File: src/rtl/prng_uart_tx.sv
// -----------------------------------------------------------------------------
// prng_uart_tx
//
// Streams 64-bit words from an external pseudo-random generator over an 8N1
// UART line. Each word is sent as eight bytes, most-significant byte first,
// with each byte's bits sent LSB first. One io_next pulse is issued per word,
// on the same edge that captures the generator value.
//
// Ports
//   clk          : single clock, rising edge
//   reset        : asynchronous, active-low reset
//   io_start     : stream request, sampled only while idle
//   io_count     : number of 64-bit words to send, sampled with io_start
//   io_prngHigh  : upper 32 bits of the current generator value
//   io_prngLow   : lower 32 bits of the current generator value
//   io_next      : one-cycle pulse that advances the generator
//   io_txd       : registered UART serial line, idle high
//   io_busy      : high while a stream is in progress
// -----------------------------------------------------------------------------
module prng_uart_tx #(
  parameter int CLKS_PER_BIT = 434
) (
  input  logic        clk,
  input  logic        reset,
  input  logic        io_start,
  input  logic [7:0]  io_count,
  input  logic [31:0] io_prngHigh,
  input  logic [31:0] io_prngLow,
  output logic        io_next,
  output logic        io_txd,
  output logic        io_busy
);

  // Bit-period counter counts down from here to 0; 0 marks the bit boundary.
  localparam logic [15:0] BAUD_LAST = 16'(CLKS_PER_BIT - 1);

  typedef enum logic [2:0] {
    S_IDLE,
    S_LOAD,
    S_START,
    S_DATA,
    S_STOP
  } state_t;

  state_t      r_state;
  logic [7:0]  r_remaining;
  logic [63:0] r_shift;
  logic [15:0] r_baud;
  logic [2:0]  r_bit_idx;
  logic [2:0]  r_byte_idx;
  logic        r_txd;

  state_t      w_state_nx;
  logic [7:0]  w_remaining_nx;
  logic [63:0] w_shift_nx;
  logic [15:0] w_baud_nx;
  logic [2:0]  w_bit_idx_nx;
  logic [2:0]  w_byte_idx_nx;
  logic        w_txd_nx;
  logic [7:0]  w_tx_byte;
  logic        w_bit_end;

  assign w_bit_end = (r_baud == 16'd0);

  always_comb begin
    // NOTE: every signal gets a default before the case so no path leaves a
    // value unassigned, which would otherwise infer a latch.
    w_state_nx     = r_state;
    w_remaining_nx = r_remaining;
    w_shift_nx     = r_shift;
    w_baud_nx      = r_baud;
    w_bit_idx_nx   = r_bit_idx;
    w_byte_idx_nx  = r_byte_idx;
    w_txd_nx       = 1'b1;
    w_tx_byte      = 8'h00;

    unique case (r_state)
      S_IDLE: begin
        if (io_start && (io_count != 8'd0)) begin
          w_remaining_nx = io_count;
          w_state_nx     = S_LOAD;
        end
      end

      S_LOAD: begin
        w_shift_nx     = {io_prngHigh, io_prngLow};
        w_remaining_nx = r_remaining - 8'd1;
        w_baud_nx      = BAUD_LAST;
        w_byte_idx_nx  = 3'd0;
        w_state_nx     = S_START;
      end

      S_START: begin
        if (w_bit_end) begin
          w_baud_nx    = BAUD_LAST;
          w_bit_idx_nx = 3'd0;
          w_state_nx   = S_DATA;
        end else begin
          w_baud_nx = r_baud - 16'd1;
        end
      end

      S_DATA: begin
        if (w_bit_end) begin
          w_baud_nx = BAUD_LAST;
          if (r_bit_idx == 3'd7) begin
            w_state_nx = S_STOP;
          end else begin
            w_bit_idx_nx = r_bit_idx + 3'd1;
          end
        end else begin
          w_baud_nx = r_baud - 16'd1;
        end
      end

      S_STOP: begin
        if (w_bit_end) begin
          w_baud_nx     = BAUD_LAST;
          // The byte on the wire is always the top byte; shift the next one up.
          w_shift_nx    = {r_shift[55:0], 8'h00};
          w_byte_idx_nx = r_byte_idx + 3'd1;
          if (r_byte_idx == 3'd7) begin
            w_state_nx = (r_remaining != 8'd0) ? S_LOAD : S_IDLE;
          end else begin
            w_state_nx = S_START;
          end
        end else begin
          w_baud_nx = r_baud - 16'd1;
        end
      end

      default: w_state_nx = S_IDLE;
    endcase

    // The line level is derived from the next state so io_txd can come
    // straight from a flop and still line up with the state it belongs to.
    w_tx_byte = w_shift_nx[63:56];
    unique case (w_state_nx)
      S_START: w_txd_nx = 1'b0;
      S_DATA:  w_txd_nx = w_tx_byte[w_bit_idx_nx];
      default: w_txd_nx = 1'b1;
    endcase
  end

  // NOTE: sequential state uses non-blocking assignments so every flop samples
  // the pre-edge values regardless of statement order.
  always_ff @(posedge clk or negedge reset) begin
    if (!reset) begin
      r_state     <= S_IDLE;
      r_remaining <= 8'd0;
      r_shift     <= 64'd0;
      r_baud      <= 16'd0;
      r_bit_idx   <= 3'd0;
      r_byte_idx  <= 3'd0;
      r_txd       <= 1'b1;
    end else begin
      r_state     <= w_state_nx;
      r_remaining <= w_remaining_nx;
      r_shift     <= w_shift_nx;
      r_baud      <= w_baud_nx;
      r_bit_idx   <= w_bit_idx_nx;
      r_byte_idx  <= w_byte_idx_nx;
      r_txd       <= w_txd_nx;
    end
  end

  assign io_txd  = r_txd;
  assign io_busy = (r_state != S_IDLE);
  assign io_next = (r_state == S_LOAD);

endmodule

File: config.mk
export PLATFORM = sky130hd
export DESIGN_NAME = prng_uart_tx
export DESIGN_NICKNAME = d
export VERILOG_FILES = /design/src/rtl/prng_uart_tx.sv
export SDC_FILE = /design/constraint.sdc
export NUM_CORES = 1
export LEC_CHECK = 0
export BUFFER_PORTS_ARGS = -buffer_cell sky130_fd_sc_hd__buf_2
export CORE_ASPECT_RATIO = 0.75
export CORE_MARGIN = 4
export CORE_UTILIZATION = 50
export DETAILED_ROUTE_END_ITERATION = 8
export HOLD_SLACK_MARGIN = 0.12
export PLACE_DENSITY = 0.7
export SYNTH_ARGS = -nofsm -noshare
export SYNTH_HDL_FRONTEND = slang
export SYNTH_SLANG_ARGS = --single-unit
export TNS_END_PERCENT = 5
File: constraint.sdc
create_clock -name clk -period 2.8 [get_ports clk]
set_input_delay 0.56 -clock clk [delete_from_list [all_inputs] [get_ports clk]]
set_output_delay 0.56 -clock clk [all_outputs]
set_load 0.01 [all_outputs]
Word level (Yosys, flattened, before mapping)

Cells that the tools add are included.

Bits in registers: 98
Word-level logic and storage cells: 58

Eq/ne operators: 10
Multiplexer cells: 23
Reduce and logical (&&, ||, !) cells: 12
Magnitude comparators: 1
$add $sub $neg: 4

Operator list:

| operator                                                    | number |
|---|---|
| one-hot mux 64 bit (2 select lines)                         | 1 |
| 2-to-1 mux 64 bit                                           | 1 |
| one-hot mux 16 bit (2 select lines)                         | 1 |
| 2-to-1 mux 3 bit                                            | 9 |
| logical NOT 16 bit                                          | 1 |
| 2-to-1 mux 16 bit                                           | 1 |
| one-hot mux 8 bit (2 select lines)                          | 1 |
| nonzero test 8 bit                                          | 2 |
| subtractor 16 x 1 -> 16 bit (second input constant)         | 1 |
| one-hot mux 3 bit (5 select lines)                          | 1 |
| equality test 3 x 2 -> 1 bit (second input constant)        | 4 |
| one-hot mux 3 bit (2 select lines)                          | 2 |
| equality test 3 bit (second input constant)                 | 3 |
| 2-to-1 mux 8 bit                                            | 1 |
| subtractor 8 x 1 -> 8 bit (second input constant)           | 1 |
| adder 3 x 1 -> 3 bit (second input constant)                | 2 |
| nonzero test 2 bit                                          | 3 |
| less-than comparator 3 x 4 -> 1 bit (second input constant) | 1 |
| != test 2 bit (second input constant)                       | 2 |
| AND reduction 2 bit                                         | 2 |
| binary-select mux 1 bit (select 3 bit)                      | 1 |
| equality test 3 x 1 -> 1 bit (second input constant)        | 1 |
| logical NOT 3 bit                                           | 1 |
| nonzero test 3 bit                                          | 1 |
| 5 further kinds                                             | 6 |

Depth between registers and ports, before layout

Gate-level depths: netlist of run 1.

Word-level depth: 7
Depth in mapped cells: 12

Worst setup path before layout of run 1

No wires, ideal clock.

Path kind: flip-flop to output port
Start point: reg r_state[2]
End point: out io_next
Arrival time: 1,603 ps
Required time: 2,240 ps
Cell stages (with the launch flop): 9
Path slack: 637 ps
Buffers on the path: 5
Path through: dfrtp_1 buf_2 nand2b_4 or2_1 buf_2 inv_2 buf_2 buf_2 buf_2

Longest elaborated chain between the ends: 1

RTL lines:

| item                         | line | source |
|---|---|---|
| from (decl)                  | 45   | `state_t r_state;` |
| from (signal assigned)       | 157  | `r_state <= w_state_nx;` |
| equality test 3 x 1 -> 1 bit | 169  | `assign io_next = (r_state == S_LOAD);` |
| to (decl)                    | 29   | `output logic io_next,` |

No other way between the ends.

Final worst setup path of run 1

Same ends and word-level chain as after synthesis.

==> impl_metrics.json, run 1 <==
{
  "p_leak_uw": 0.00267,
  "max_freq_ghz": 0.374,
  "fin_skew_ns": 0.00706,
  "final_net_count": 663,
  "vias_per_cell": 5.75,
  "num_rows": 30,
  "n_antenna_cell": 0,
  "post_synth_num_cell_types": 53,
  "grt.overflow.total": 0,
  "critical_path_class": "flip-flop to output port",
  "crit_start": "r_state[2]",
  "power_density_nw_per_um2": 945,
  "grt_max_degree": 52,
  "path_max_fanout": 16,
  "synth_area_leaders": "dfrtp_1 51%, nand2_1 11%, a22oi_1 7.6%, nor2_1 2.7%, nand3_1 1.8%",
  "synth-seq-area-share": 0.518,
  "drc_errors": 0,
  "fin_crit_ns": 2.67,
  "drive_gt1_frac": 0.197,
  "synth_top_area_share": 0.513,
  "clockBufferDepth": 2,
  "drt-pass1-iter-count": 6,
  "num_vias": 4092,
  "synth_cells": 513,
  "synth_edf_count": 0,
  "root_buffer": "clkbuf_16",
  "slew_headroom": 0.569,
  "die_w_um": 120,
  "cts.htree.levels": 3,
  "detail-route-antenna-nets": 0,
  "rsz0062_at_grt": "no",
  "core_region_area_um2": 9120,
  "cap_violations": 0,
  "crit_slowest_cell": "dfrtp_1",
  "io_pins": 78,
  "place_area_um2": 5250,
  "syn_area_um2": 4740,
  "r2r_cells": 9,
  "numCtsBuffers": 9,
  "ir_drop_mv": 0.439,
  "setup-tns-final_ns": 0,
  "path_clk_slew_ns": 0.07,
  "power_uw": 5230,
  "wl_per_cell_um": 15.8,
  "async_reset_ff_frac": 1.00,
  "syn_nets": 594,
  "ys_ff_latch": 98,
  "slowest_delay_ns": 0.47,
  "final_hold_viol_count": 0,
  "final_cells": 712,
  "required_ns": 2.24,
  "drtIter0Drc": 365,
  "hold_class": "input port to asynchronous set/reset pin",
  "gp_congestion": 0.890,
  "antenna_found_initial": 1,
  "routed_wl_um": 11300,
  "status": "finished, final reports clean",
  "areaGrowthSynthToFinish_pct": 16.9,
  "layout_commonest_cell": "nand2_1",
  "dieArea_um2": 11100,
  "ys_warn_count": 0,
  "cts.sinks": 98,
  "cp-start-kind": "flip-flop",
  "die_y_um": 92.3,
  "syn_area_per_cell_um2": 9.23,
  "slew_viol_final": 0,
  "synth_top_cell_by_area": "dfrtp_1",
  "grt_pass1_wl_um": 19100,
  "synth_flop_cell": "dfrtp_1",
  "port_buffers": 77,
  "path_cells": "nand2b_4 -> or2_2 -> inv_2 -> buf_4 -> buf_2",
  "grt_use_total": 0.214,
  "critical_path_arrival_ns": 2.11,
  "setup_viol": 0,
  "reg2reg_from": "r_state[2]",
  "final_area_um2": 5540,
  "dp.cells": 699,
  "place.detailed.hpwl_um": 7880,
  "whs_ns": 0.238,
  "cts_tree": "built",
  "tightest_slew_ns": 0.647,
  "grt_pass1_vias": 3883,
  "end_kind": "output port",
  "cts_hold_buf": 0,
  "clk_latency_ns": 0.34,
  "fin_crit_sh": 0.954,
  "start_util": 0.519,
  "layout_common_cells": "139 x nand2_1, 97 x dfrtp_1, 76 x buf_2"
}
metrics by stage:
step | setup slack (ns) | util
finish | 0.129 | 0.607
global route | 0.0304 | 0.607
CTS | 0.0929 | 0.606
detailed placement | 0.244 | 0.575
global placement | 0.353 | 0.575
floorplan | 0.637 | -
timing repair:
item / 4_1_cts / 5_1_grt
setup buffers: 0 / 0
endpoints found under the setup margin: 0 / 2
endpoints found under the hold margin: 0 / 0
gates resized for setup: 0 / 2
power breakdown:
part / total (uW) / internal (uW) / switching, uW
Clock: 1190 / 700 / 494
Combinational: 1660 / 658 / 1000
Sequential: 2380 / 1990 / 382
registers in the layout (all words and copies together), names as in the netlist:
signal,count
io_txd,1
r_bit_idx,3
r_state,3
r_shift,64
r_remaining,8
r_baud,16
r_byte_idx,3
worst paths after layout:
kind	to	slack, ns
worst max-delay path	io_next	0.13
worst min-delay path	r_bit_idx[0]	0.24
worst max register to register	io_txd	0.40
worst min register to register	r_shift[31]	0.47
max in group asynchronous	r_shift[6]	1.76
min in group clk	r_shift[2]	0.41
area by class of cell:
type                       count  area (um2)
clock buffer                  10         239
clock inverter                 3        42.5
fill                         775        3590
inverter                      10        37.5
multi-input combinational    374        2120
sequential                    98        2450
tap                          128         160
timing repair buffer          89         478
layer usage:
layer | routed length (um) | share of wire | vias up | global-route usage
li1 | - | - | 1949 | -
met4 | 146 | 0.013 | 2 | 0.0575
met2 | 4850 | 0.43 | 154 | 0.303
met5 | 12 | 0.0011 | - | 0
met1 | 5440 | 0.48 | 1971 | 0.320
met3 | 832 | 0.074 | 16 | 0.0610
worst max-delay path: cells and delay by family, from the launching register on:
| kind | cells | cell delay (ns) |
|---|---|---|
| AND/OR/NAND/NOR | 2 | 0.59 |
| flip-flops | 1 | 0.47 |
| buffers and inverters | 3 | 0.70 |
Yosys cell counts, types with 5 or more instances:
| cell type | instances |
|---|---|
| a21o_1 | 5 |
| a21oi_1 | 14 |
| a221o_1 | 8 |
| a22oi_1 | 48 |
| and2_1 | 10 |
| buf_2 | 12 |
| clkbuf_1 | 15 |
| dfrtp_1 | 97 |
| ha_1 | 6 |
| inv_1 | 8 |
| mux2i_1 | 8 |
| nand2_1 | 139 |
| nand3_1 | 17 |
| nor2_1 | 34 |
| nor3_1 | 7 |
| o21ai_0 | 13 |
| o21ai_1 | 6 |
| o31ai_1 | 5 |
| or3_1 | 8 |
logic make-up (layout without fill, tap and decap cells):
kind of cell / count (synthesis) / in the layout / synth area share
AOI/OAI and AO/OA: 122 / 122 / 0.185
xor gates and xnor gates: 2 / 2 / 0.00370
adders and majority gates: 6 / 6 / 0.0159
buffers and inverters: 41 / 112 / 0.0380
DFF: 98 / 98 / 0.518
muxes: 8 / 8 / 0.0169
and+or+nand+nor: 236 / 236 / 0.223
Note: power is estimated with default switching activity, not from simulation.
==> run 2: changes to the inputs <==
--- a/config.mk
+++ b/config.mk
@@ -6,12 +6,14 @@
 export NUM_CORES = 1
 export LEC_CHECK = 0
 export BUFFER_PORTS_ARGS = -buffer_cell sky130_fd_sc_hd__buf_2
+export CAP_MARGIN = 10
 export CORE_ASPECT_RATIO = 0.75
 export CORE_MARGIN = 4
 export CORE_UTILIZATION = 50
 export DETAILED_ROUTE_END_ITERATION = 8
 export HOLD_SLACK_MARGIN = 0.12
 export PLACE_DENSITY = 0.7
+export SETUP_SLACK_MARGIN = 0.2
 export SYNTH_ARGS = -nofsm -noshare
 export SYNTH_HDL_FRONTEND = slang
 export SYNTH_SLANG_ARGS = --single-unit
==> impl_metrics.json, run 2 (synthesis gave the netlist of run 1 again) <==
{
  "status": "finished, final reports clean",
  "drtIter0Drc": 311,
  "largest_register_ffs": 64,
  "io_pins": 78,
  "detail-route-antenna-nets": 0,
  "whs_ns": 0.241,
  "die_y_um": 92.3,
  "vias_per_cell": 5.72,
  "areaGrowthSynthToFinish_pct": 17.2,
  "use_met1": 0.320,
  "fin_crit_sh": 0.859,
  "cts_tree": "built",
  "busiest_layer": "met1",
  "use_met3": 0.0610,
  "layout_commonest_cell": "nand2_1",
  "max_freq_ghz": 0.416,
  "grt_use_total": 0.214,
  "power_density_nw_per_um2": 944,
  "grt_pass1_vias": 3883,
  "slew_headroom": 0.570,
  "critical_path_arrival_ns": 1.85,
  "cts_setup_buffers": 0,
  "required_ns": 2.24,
  "end_kind": "output port",
  "routed_wl_um": 11200,
  "place_area_um2": 5250,
  "final_hold_viol_count": 0,
  "cp-start-kind": "flip-flop",
  "path_max_fanout": 16,
  "final_net_count": 663,
  "setup-tns-final_ns": 0,
  "dieArea_um2": 11100,
  "utilization": 0.608,
  "antenna_found_initial": 1,
  "slowest_delay_ns": 0.47,
  "clk_latency_ns": 0.34,
  "setup_viol": 0,
  "path_cells": "nand2b_4 -> or2_4 -> inv_6 -> buf_4 -> buf_2",
  "n_antenna_cell": 0,
  "critical_path_class": "flip-flop to output port",
  "cts.htree.levels": 3,
  "ir_drop_mv": 0.441,
  "fin_skew_ns": 0.00742,
  "slew_viol_final": 0,
  "cts.sinks": 98,
  "layout_common_cells": "139 x nand2_1, 97 x dfrtp_1, 76 x buf_2",
  "drive_gt1_frac": 0.199,
  "wl_per_cell_um": 15.8,
  "top_register": "r_shift",
  "grt_pass1_wl_um": 19100,
  "crit_slowest_cell": "dfrtp_1",
  "hold_class": "input port to asynchronous set/reset pin",
  "top_regs": "r_shift x64, r_baud x16, r_remaining x8",
  "port_buffers": 77,
  "tightest_slew_ns": 0.645,
  "num_rows": 30,
  "rsz0062_at_grt": "yes",
  "grtUsageMet2": 0.303,
  "num_vias": 4074,
  "cap_violations": 0,
  "path_clk_slew_ns": 0.06,
  "core_region_area_um2": 9120,
  "fin_crit_ns": 2.41,
  "numCtsBuffers": 9,
  "die_w_um": 120,
  "gp_congestion": 0.890,
  "drc_errors": 0,
  "p_leak_uw": 0.00267,
  "root_buffer": "clkbuf_16",
  "place.detailed.hpwl_um": 7880,
  "drt-pass1-iter-count": 5,
  "n_fill_cell": 771,
  "clockBufferDepth": 2,
  "final_area_um2": 5550,
  "grt_max_degree": 52,
  "grt.overflow.total": 0,
  "start_util": 0.519
}
==> run 2: path summary, 6_finish.rpt <==
check | from | endpoint | slack, ns | cells after the start
max | r_state[2] | io_next | 0.39 | 5
min | reset | r_bit_idx[0] | 0.24 | 1
max reg2reg | r_baud[0] | r_shift[35] | 0.45 | 8
min reg2reg | r_shift[31] | r_shift[31] | 0.47 | 2
max in group asynchronous | reset | r_shift[14] | 1.76 | 2
min in group clk | io_prngLow[0] | r_shift[0] | 0.42 | 3
==> run 2: layer usage <==
layer,share of wire,vias up
li1,-,1957
met1,0.48,1949
met2,0.43,150
met3,0.078,16
met4,0.013,2
met5,0.0011,-
==> run 2: repair_timing <==
| action | 4_1_cts | 5_1_grt |
|---|---|---|
| endpoints found under the hold margin | 0 | 0 |
| setup endpoints to repair | 1 | 50 |
| gates resized for setup | 2 | 5 |
| hold buffers | 0 | 0 |
==> run 2: critical path: cells and delay by family, from the launching register on <==
kind / cells / cell delay, ns
buffers and inverters: 3 / 0.53
and+or+nand+nor: 2 / 0.49
DFF: 1 / 0.47
==> run 2: cell type report <==
cell class | instances | area (um2) | share of cell area
well taps | 128 | 160 | 0.0289
repair buffers | 89 | 478 | 0.0861
multi-input cells | 374 | 2130 | 0.384
inverters | 10 | 42.5 | 0.00767
flip-flops and latches | 98 | 2450 | 0.442
clock inverters | 3 | 42.5 | 0.00767
clock buffers | 10 | 239 | 0.0431
==> run 2: metrics by stage <==
| stage | cells | power, uW | setup WS [ns] |
|---|---|---|---|
| 6_report | 712 | 5240 | 0.394 |
| 4_1_cts | 712 | 5270 | 0.226 |
| 5_1_grt | 712 | 5670 | 0.168 |
| 2_1_floorplan | 513 | 3540 | 0.637 |
| 3_5_place_dp | 699 | 4040 | 0.244 |
| 3_3_place_gp | 699 | 3980 | 0.353 |
==> run 2: power by group <==
part	switching (uW)	internal, uW	leakage, uW
combinational	1010	664	0.00133
sequential	382	1990	0.00121
clock	494	700	0.000136
==> run 3: changes to the inputs <==
--- a/config.mk
+++ b/config.mk
@@ -13,6 +13,7 @@
 export DETAILED_ROUTE_END_ITERATION = 8
 export HOLD_SLACK_MARGIN = 0.12
 export PLACE_DENSITY = 0.7
+export RECOVER_POWER = 25
 export SETUP_SLACK_MARGIN = 0.2
 export SYNTH_ARGS = -nofsm -noshare
 export SYNTH_HDL_FRONTEND = slang
==> constraint.sdc (replaced) <==
create_clock -name clk -period 3 [get_ports clk]
set_input_delay 0.6 -clock clk [delete_from_list [all_inputs] [get_ports clk]]
set_output_delay 0.6 -clock clk [all_outputs]
set_load 0.01 [all_outputs]
==> impl_metrics.json, run 3 (synthesis gave the netlist of run 1 again) <==
{
  "status": "finished, final reports clean",
  "slew_headroom": 0.171,
  "root_buffer": "clkbuf_16",
  "drive_gt1_frac": 0.192,
  "core_region_area_um2": 9120,
  "gp_congestion": 0.869,
  "ir_drop_mv": 0.489,
  "crit_slowest_cell": "dfrtp_1",
  "fin_crit_sh": 0.903,
  "n_antenna_cell": 0,
  "top_regs": "r_shift x64, r_baud x16, r_remaining x8",
  "fin_skew_ns": 0.00732,
  "grt_use_total": 0.213,
  "r2r_end": "io_txd",
  "tightest_slew_ns": 1.24,
  "reg2reg_from": "r_baud[0]",
  "setup-tns-final_ns": 0,
  "path_clk_slew_ns": 0.07,
  "n_fill_cell": 782,
  "path_max_fanout": 46,
  "drc_errors": 0,
  "hold_class": "input port to asynchronous set/reset pin",
  "final_hold_viol_count": 0,
  "rrSetupSlack_ns": 0.48,
  "path_cells": "nand2b_4 -> or2_2 -> inv_2 -> buf_6 -> buf_2",
  "max_freq_ghz": 0.369,
  "critical_path_arrival_ns": 2.11,
  "multi_input_area_um2": 2120,
  "layout_commonest_cell": "nand2_1",
  "clockBufferDepth": 2,
  "place_area_um2": 5240,
  "wl_per_cell_um": 16.0,
  "seq_area_um2": 2450,
  "num_vias": 4036,
  "drtIter0Drc": 351,
  "dieArea_um2": 11100,
  "setup_viol": 0,
  "vias_per_cell": 5.67,
  "r2r_cells": 10,
  "slowest_delay_ns": 0.47,
  "io_pins": 78,
  "top_register": "r_shift",
  "cp-start-kind": "flip-flop",
  "place.detailed.hpwl_um": 7880,
  "cts.htree.levels": 3,
  "largest_register_ffs": 64,
  "final_area_um2": 5510,
  "required_ns": 2.40,
  "grt_pass1_vias": 3950,
  "dp.cells": 696,
  "final_cells": 712,
  "port_buffers": 77,
  "rsz0062_at_grt": "yes",
  "end_kind": "output port",
  "die_y_um": 92.3,
  "final_net_count": 660,
  "cts.sinks": 98,
  "num_rows": 30,
  "path_buf_inv": 3,
  "die_w_um": 120,
  "routed_wl_um": 11400,
  "cts_tree": "built",
  "drt-pass1-iter-count": 5,
  "grt_max_degree": 52,
  "fin_crit_ns": 2.71,
  "grt_pass1_wl_um": 19000,
  "detail-route-antenna-nets": 0,
  "grt.overflow.total": 0,
  "numCtsBuffers": 9,
  "p_leak_uw": 0.00265,
  "areaGrowthSynthToFinish_pct": 16.4,
  "cts_hold_buf": 0,
  "clk_latency_ns": 0.34,
  "slew_viol_final": 0,
  "antenna_found_initial": 1,
  "cap_violations": 0,
  "critical_path_class": "flip-flop to output port",
  "start_util": 0.519,
  "layout_common_cells": "139 x nand2_1, 96 x dfrtp_1, 76 x buf_2",
  "whs_ns": 0.410,
  "critPathTopFamily": "buffers and inverters",
  "power_density_nw_per_um2": 889
}
-- run 3: cell count changes in the layout (fill, tap and decap cells not counted), sizes merged --
cell,before,now
clkinvlp,1,2
buf,89,84
clkinv,1,2
clkbuf,10,13
-- run 3: final cells by class --
cell class / instances / area share
clock inverter: 5 / 0.00999
timing repair buffer: 86 / 0.0822
multi-input combinational: 374 / 0.384
tap: 128 / 0.0291
sequential: 98 / 0.445
clock buffer: 11 / 0.0422
inverter: 10 / 0.00681
-- run 3: worst register-to-register path: stages, from the launching register on --
cell	delay, ns
dfrtp_1	0.41
inv_1	0.10
ha_1	0.18
nor4b_1	0.32
nand4_1	0.34
nor2_2	0.31
mux2i_1	0.23
nand2_1	0.14
mux2i_1	0.18
mux2i_1	0.10
o21ai_1	0.14
-- run 3: what timing repair did --
item / 4_1_cts / 5_1_grt
pin swaps: 0 / 0
setup endpoints to repair: 1 / 2
setup buffers: 0 / 0
resized for setup: 1 / 2
-- run 3: worst max-delay path by stage --
stage / start / endpoint / depth (start not counted)
floorplan: r_state[2] / io_next / 8
global placement: r_state[0] / io_txd / 10
detailed placement: r_state[2] / io_txd / 10
CTS: r_state[0] / io_next / 5
global route: r_baud[0] / io_txd / 10
finish: r_state[2] / io_next / 5
-- run 3: report_power, final --
group | internal [uW] | leakage, uW | total, uW | switching [uW]
clock network | 644 | 0.000136 | 1130 | 486
registers | 1860 | 0.00121 | 2240 | 372
logic | 604 | 0.00130 | 1540 | 932
total | 3110 | 0.00265 | 4900 | 1790
-- run 3: metrics by stage --
| step | setup slack (ns) | util | total power [uW] |
|---|---|---|---|
| CTS | 0.230 | 0.606 | 4930 |
| global placement | 0.535 | 0.574 | 3700 |
| global route | 0.174 | 0.604 | 5290 |
| finish | 0.292 | 0.604 | 4900 |
| floorplan | 0.797 | - | 3300 |
| detailed placement | 0.405 | 0.574 | 3770 |
-- run 3: layer usage --
metal / up-vias / wire (um) / GRT usage / part of all wire
met1: 1922 / 5410 / 0.317 / 0.48
met3: 15 / 845 / 0.0506 / 0.074
met5: - / 12 / 0 / 0.0011
met2: 151 / 4950 / 0.310 / 0.44
met4: 2 / 159 / 0.0613 / 0.014
li1: 1946 / - / - / -
